File: src/rtl/freq_meas_ctrl.sv
// Gated frequency measurement sequencer: clears an external pulse counter, opens a
// timed counting window, waits out the counter pipeline and reports the raw count.
module freq_meas_ctrl #(
    parameter int unsigned GATE0_CYC  = 1_000_000,
    parameter int unsigned GATE1_CYC  = 10_000_000,
    parameter int unsigned GATE2_CYC  = 100_000_000,
    parameter int unsigned SETTLE_CYC = 4,
    parameter int unsigned LOW_THRESH = 1000
) (
    input  logic        sys_clk,
    input  logic        rst,
    input  logic        start,
    input  logic        abort,
    input  logic        auto_range,
    input  logic [1:0]  range_sel,
    input  logic [31:0] cnt_val,
    output logic        cnt_clr,
    output logic        gate_en,
    output logic        busy,
    output logic        done,
    output logic [31:0] result,
    output logic [1:0]  range_used
);

    localparam int unsigned CNT_W = 32;

    localparam logic [CNT_W-1:0] GATE0_LIM  = CNT_W'(GATE0_CYC);
    localparam logic [CNT_W-1:0] GATE1_LIM  = CNT_W'(GATE1_CYC);
    localparam logic [CNT_W-1:0] GATE2_LIM  = CNT_W'(GATE2_CYC);
    localparam logic [CNT_W-1:0] SETTLE_LIM = CNT_W'(SETTLE_CYC);
    localparam logic [CNT_W-1:0] THRESH     = CNT_W'(LOW_THRESH);

    typedef enum logic [2:0] {
        IDLE   = 3'd0,
        CLEAR  = 3'd1,
        GATE   = 3'd2,
        SETTLE = 3'd3,
        EVAL   = 3'd4,
        DONE   = 3'd5
    } state_t;

    state_t           state;
    logic [1:0]       range_w;
    logic             auto_l;
    logic             relaunch;
    logic [CNT_W-1:0] gate_lim;
    logic [CNT_W-1:0] gate_cnt;
    logic [CNT_W-1:0] settle_cnt;
    logic [1:0]       range_clamped;

    function automatic logic [CNT_W-1:0] gate_len(input logic [1:0] r);
        case (r)
            2'd0:    gate_len = GATE0_LIM;
            2'd1:    gate_len = GATE1_LIM;
            default: gate_len = GATE2_LIM;
        endcase
    endfunction

    assign range_clamped = (range_sel == 2'd3) ? 2'd2 : range_sel;

    // Sequencer with all outputs registered alongside the state.
    always_ff @(posedge sys_clk or posedge rst) begin
        if (rst) begin
            state      <= IDLE;
            range_w    <= 2'd0;
            auto_l     <= 1'b0;
            relaunch   <= 1'b0;
            gate_lim   <= '0;
            gate_cnt   <= '0;
            settle_cnt <= '0;
            cnt_clr    <= 1'b0;
            gate_en    <= 1'b0;
            busy       <= 1'b0;
            done       <= 1'b0;
            result     <= '0;
            range_used <= 2'd0;
        end else if (abort && (state != IDLE)) begin
            state      <= IDLE;
            relaunch   <= 1'b0;
            gate_cnt   <= '0;
            settle_cnt <= '0;
            cnt_clr    <= 1'b0;
            gate_en    <= 1'b0;
            busy       <= 1'b0;
            done       <= 1'b0;
        end else begin
            case (state)
                IDLE: begin
                    if (start && !abort) begin
                        range_w  <= auto_range ? 2'd0 : range_clamped;
                        auto_l   <= auto_range;
                        gate_lim <= gate_len(auto_range ? 2'd0 : range_clamped);
                        relaunch <= 1'b0;
                        cnt_clr  <= 1'b1;
                        busy     <= 1'b1;
                        state    <= CLEAR;
                    end
                end
                CLEAR: begin
                    cnt_clr <= 1'b0;
                    // A step-up spends one extra cycle here so the clear settles before the new gate.
                    if (relaunch) begin
                        relaunch <= 1'b0;
                    end else begin
                        gate_cnt <= '0;
                        gate_en  <= 1'b1;
                        state    <= GATE;
                    end
                end
                GATE: begin
                    if (gate_cnt == gate_lim - CNT_W'(1)) begin
                        gate_cnt   <= '0;
                        settle_cnt <= '0;
                        gate_en    <= 1'b0;
                        state      <= SETTLE;
                    end else begin
                        gate_cnt <= gate_cnt + CNT_W'(1);
                    end
                end
                SETTLE: begin
                    if (settle_cnt == SETTLE_LIM - CNT_W'(1)) begin
                        settle_cnt <= '0;
                        state      <= EVAL;
                    end else begin
                        settle_cnt <= settle_cnt + CNT_W'(1);
                    end
                end
                EVAL: begin
                    if (auto_l && (cnt_val < THRESH) && (range_w != 2'd2)) begin
                        range_w  <= 2'(range_w + 2'd1);
                        gate_lim <= gate_len(2'(range_w + 2'd1));
                        relaunch <= 1'b1;
                        cnt_clr  <= 1'b1;
                        state    <= CLEAR;
                    end else begin
                        result     <= cnt_val;
                        range_used <= range_w;
                        done       <= 1'b1;
                        state      <= DONE;
                    end
                end
                DONE: begin
                    done  <= 1'b0;
                    busy  <= 1'b0;
                    state <= IDLE;
                end
                default: begin
                    cnt_clr <= 1'b0;
                    gate_en <= 1'b0;
                    busy    <= 1'b0;
                    done    <= 1'b0;
                    state   <= IDLE;
                end
            endcase
        end
    end

endmodule

File: config.mk
export PLATFORM = sky130hd
export DESIGN_NAME = freq_meas_ctrl
export DESIGN_NICKNAME = d
export VERILOG_FILES = /design/src/rtl/freq_meas_ctrl.sv
export SDC_FILE = /design/constraint.sdc
export NUM_CORES = 1
export LEC_CHECK = 0
export BUFFER_PORTS_ARGS = -buffer_cell sky130_fd_sc_hd__clkbuf_2
export CORE_MARGIN = 3
export CORE_UTILIZATION = 30
export DETAILED_ROUTE_END_ITERATION = 12
export SYNTH_ARGS = -nofsm -noshare
export SYNTH_HDL_FRONTEND = slang
export SYNTH_SLANG_ARGS = --single-unit
File: constraint.sdc
create_clock -name sys_clk -period 3.7 [get_ports sys_clk]
set_input_delay 0.74 -clock sys_clk [delete_from_list [all_inputs] [get_ports sys_clk]]
set_output_delay 0.74 -clock sys_clk [all_outputs]
set_load 0.02 [all_outputs]
* Word level (Yosys, flattened, before mapping)
Cells that the tools add are included.
Storage, ports and cells: register bits 141, bits of input ports 39, output and inout bits 38, logic and storage cells 112
Cells by class: add/sub/neg operators 4, $lt $le $gt $ge 1, eq/ne operators 23, mux-type cells 41, bitwise gates (word level) 2, reduce and logical (&&, ||, !) cells 28
Operators with widths (count):
- $mux 32 | 8
- $pmux 32 s2 | 3
- $pmux 27 s2 | 2
- $add 32x1->32 const B | 2
- $eq 32x2->1 const B | 1
- $eq 32x32->1 | 1
- $lt 32x10->1 const B | 1
- $sub 32x1->32 const B | 1
- $mux 3 | 6
- $ne 3x3->1 const B | 6
- $pmux 3 s5 | 1
- $reduce_and 3->1 | 5
- $reduce_or 4->1 | 3
- $mux 1 | 11
- $pmux 1 s3 | 3
- $reduce_bool 3->1 | 3
- $mux 2 | 4
- $ne 2x1->1 const B | 4
- $reduce_and 2->1 | 4
- $reduce_and 4->1 | 2
- $eq 3x2->1 const B | 2
- $eq 3x3->1 const B | 2
- $ne 2x2->1 const B | 3
- $eq 2x1->1 const B | 2
- other kinds (13) | 19

* Logic depth before layout (Yosys ltp)
depth after elaboration 7, gate-level depth with buffers 12, depth with buffers taken out 9

* Least setup slack after synthesis
Ideal clock, no wire load.
kind register to register, from register gate_lim[12], to register settle_cnt[0], setup time 0.139 ns, arrival 2.911 ns, data required time 3.561 ns, slack 0.651 ns, stages on the path, launching flop included 13, path buffers 3, clock period less this slack 3.049 ns, cells stage by stage dfrtp_1 > clkbuf_1 > inv_1 > ha_1 > buf_2 > or3b_2 > a211oi_1 > nand3b_1 > o211ai_1 > or4_1 > o22ai_2 > buf_4 > o221ai_1
Between the ends: word-level cells in the longest chain between the ends 4
Ends and longest elaborated chain:
- from (decl) | RTL line 46 | logic [CNT_W-1:0] gate_lim;
- from (signal assigned) | RTL line 92 | gate_lim <= gate_len(auto_range ? 2'd0 : range_clamped);
- from (signal assigned) | RTL line 131 | gate_lim <= gate_len(2'(range_w + 2'd1));
- $sub 32x1->32 | RTL line 111 | if (gate_cnt == gate_lim - CNT_W'(1)) begin
- $eq 32x32->1 | RTL line 111
- $ne 3x3->1 (no source line)
- $reduce_and 2->1 (no source line)
- to (signal assigned) | RTL line 125 | settle_cnt <= settle_cnt + CNT_W'(1);
- to (decl) | RTL line 48 | logic [CNT_W-1:0] settle_cnt;
No other way between the ends. A chain may end at the register's enable or synchronous reset.

* Final worst setup path
from register gate_lim[12], to register settle_cnt[16]
Same word-level chain as after synthesis.

==> flow_metrics.tcl <==
set metrics [dict create \
    status "finished clean" \
    synth_top_family_by_area "simple AND/OR/NAND/NOR gates" \
    io_buffers 76 \
    die_area_um2 24500 \
    synth_edf_count 0 \
    r2r_slack_ns 0.64 \
    drive_gt1_share_pct 22.7 \
    power_frac_seq_pct 33.7 \
    multi_input_area_um2 3610 \
    crit_buf_inv 2 \
    final_nets 871 \
    p_int_uw 3280 \
    hold_buffers 0 \
    r2r-start "gate_lim[12]" \
    die_h_um 156 \
    track_usage_pct 14.6 \
    criticalPathCategory "flip-flop to flip-flop" \
    placed_area_um2 7500 \
    syn_inst 759 \
    r2r_end "settle_cnt[16]" \
    cpPeakStageDelay_ns 0.49 \
    post-route-cell-area_um2 8100 \
    place.gp.congestion 0.836 \
    required_ns 3.98 \
    drtIter0Drc 404 \
    p_switching_uw 2150 \
    fin_ws_ns 0.640 \
    postCtsSetupBuffers 0 \
    ant_nets 0 \
    clock_skew_ns 0.0118 \
    slew_headroom_pct 55.2 \
    clock_sinks 115 \
    fill_cells 2234 \
    combPwrFrac_pct 35.4 \
    clk_pin_slew_ns 0.06 \
    yosys_warnings 0 \
    area_growth_syn_to_layout_pct 19.2 \
    period_needed_ns 3.06 \
    die_w_um 156 \
    fmax_mhz 327 \
    cts_tree "built" \
    instances_no_fill 1117 \
    powerDensity_nw_per_um2 670 \
    hold_path.class "input pin to async pin" \
    grt_overflow 0 \
    cts.htree.levels 4 \
    synth_simple_gate_area_share_pct 22.7 \
    core_um2 22000 \
    min_period_over_period_pct 82.7 \
    wirelength_mm 17.4 \
    tns_ns 0 \
    synth.yosys.seq_area_share_pct 42.4 \
    grt_pass1_wl_mm 29.3 \
    dp_slack_ns 0.654 \
    grt_pass1_vias 5666 \
    async_reset_ff_share_pct 100 \
    ys_seq_elements 115 \
    wl_per_cell_um 15.5 \
    synth_top_area_share_pct 42.4 \
    switching_share_pct 39.7 \
    worstRegToRegCells 10 \
    p_total_uw 5430 \
    cp_cell_sequence "inv_1 -> ha_1 -> or3b_1 -> o41ai_1 -> a32o_1 -> a21oi_1 -> or4_1 -> o22ai_2 -> buf_4 -> o21ai_0" \
    dp.cells 1085 \
    path_delay_family "simple AND/OR/NAND/NOR gates" \
    synth.area.mux_share_pct 6.74 \
    ys_types 74 \
    antenna_found_initial 0 \
    synth-xor-area-share_pct 5.29 \
    hpwl_mm 11.9 \
    vias 5912 \
    postSynthAreaPerCell_um2 8.95 \
    setup_violations 0 \
    grt_start_max_net_pins 65 \
    worst_pin_slew_ns 0.670 \
    rows 54 \
    slowest_stage "or4_1" \
    clk_latency_ns 0.42 \
    initial_core_util_pct 30.8 \
    cts-root-buf "clkbuf_16" \
    cts_buffers 17 \
    cap_viol_max_count 0 \
    first_pass_iters 5 \
    critPathCaptureType "flip-flop" \
    power.static_leakage_uw 0.00333 \
    worst_setup_path_start_kind "flip-flop" \
    finalHoldViolCount 0 \
    top_level_ports 77 \
    finalMaxSlewViolations 0 \
    crit_fanout 32 \
    syn-num-nets 806 \
    ir_drop_mv 0.413 \
    synth_compound_area_share_pct 16.7 \
    seqCellArea_um2 2880 \
    drc_errors 0 \
    arrival_ns 3.34 \
    synth_fa_ha_area_share_pct 1.47 \
    diodes 0 \
    synthTopCellsByArea "dfrtp_1 42%, mux2_2 6.3%, a21oi_1 4.9%, nand2_1 4.1%, o21ai_0 3.4%" \
    power_frac_clock_pct 30.9 \
    post_cts_resized 0 \
    clock_path_buffers 2 \
    via_per_inst 5.29 \
    synth_area_um2 6790 \
    rsz0062_at_grt "false" \
    synth_top_flop_cell "dfrtp_1" \
    synth_area_leader_cell "dfrtp_1" \
]
==> how the worst max path moves through the flow <==
stage / from / endpoint / cells after the start / slack [ns]
CTS: gate_lim[12] / settle_cnt[27] / 10 / 0.66
detailed placement: gate_lim[12] / settle_cnt[29] / 10 / 0.65
global route: gate_lim[12] / settle_cnt[16] / 10 / 0.32
finish: gate_lim[12] / settle_cnt[16] / 10 / 0.64
floorplan: gate_lim[12] / settle_cnt[0] / 12 / 0.65
global placement: gate_lim[12] / settle_cnt[8] / 10 / 0.70
==> power by group through the flow <==
stage	Clock [uW]	Combinational, uW	Sequential, uW
final	1680	1920	1830
after global routing	1780	2130	1880
after CTS	1710	1940	1830
after detailed placement	0	1940	1850
after global placement	0	1920	1840
after floorplan	0	1170	2000
==> cells by family (layout without fill, tap and decap cells) <==
logic type,after synthesis,after routing
AOI/OAI and AO/OA,183,183
xor gates and xnor gates,41,41
adders and majority gates,8,8
buffers and inverters,80,158
DFF,115,115
muxes,41,41
and+or+nand+nor,291,291
==> placed cells by master (no fill, tap or decap), types with 25 or more instances in the layout <==
cell,n
dfrtp_1,115
clkbuf_2,76
nand2_1,75
a21oi_1,66
nor2_1,52
o21ai_0,46
mux2_2,38
nor3_1,28
inv_1,26
nand3_1,26
xnor2_1,25
==> cells in the mapped netlist, types with 3 or more instances <==
cell	n
dfrtp_1	115
nor2_1	54
o311ai_0	5
a221oi_1	6
a21oi_1	66
or3_1	6
nor4_1	19
xor2_1	16
nor2b_1	3
nor4b_1	5
o21ai_1	5
o21ai_0	46
o211ai_1	4
xnor2_1	25
inv_1	27
o31ai_1	6
nand4_1	14
mux2i_1	3
and2_1	3
nor3_1	28
a31oi_1	3
nand3_1	26
and3_1	21
nor3b_1	3
mux2_2	38
o22ai_1	5
ha_1	8
and4_1	5
nand2_1	75
a41oi_1	3
buf_2	8
or4_1	4
clkbuf_1	39
a211oi_1	12
or2_2	5
==> worst register-to-register path: stages, from the launching register on <==
cell     delay [ns]
dfrtp_1        0.37
inv_1          0.11
ha_1           0.38
or3b_1         0.43
o41ai_1        0.25
a32o_1         0.18
a21oi_1        0.08
or4_1          0.49
o22ai_2        0.10
buf_4          0.36
o21ai_0        0.18
==> through the flow <==
stage,hold WS (ns),util [%]
finish,0.400,36.8
global route,0.435,36.8
CTS,0.411,36.8
detailed placement,0.490,34.1
global placement,0.490,34.1
floorplan,0.471,-
==> layer usage <==
| metal | vias to the layer above | GRT usage (%) | part of all wire, % | wire length, um |
|---|---|---|---|---|
| met5 | - | 0 | 0 | 0 |
| met4 | 0 | 4.13 | 1.1 | 199 |
| met3 | 15 | 3.82 | 5.4 | 934 |
| met2 | 141 | 22.3 | 46 | 7940 |
| met1 | 2860 | 20.5 | 48 | 8280 |
| li1 | 2896 | - | - | - |
==> area by class of cell <==
| type | instances | area share, % |
|---|---|---|
| tap | 280 | 4.33 |
| clock inverter | 15 | 2.13 |
| multi-input combinational | 564 | 44.5 |
| sequential | 115 | 35.5 |
| clock buffer | 17 | 5.25 |
| inverter | 28 | 1.34 |
| timing repair buffer | 98 | 6.89 |
==> flip-flops by register name, indices dropped and copies added (netlist names) <==
register,count
range_used,2
gate_en,1
cnt_clr,1
state,3
relaunch,1
auto_l,1
done,1
range_w,2
gate_cnt,32
settle_cnt,32
gate_lim,6
busy,1
result,32
(Power assumes the default switching activity.)
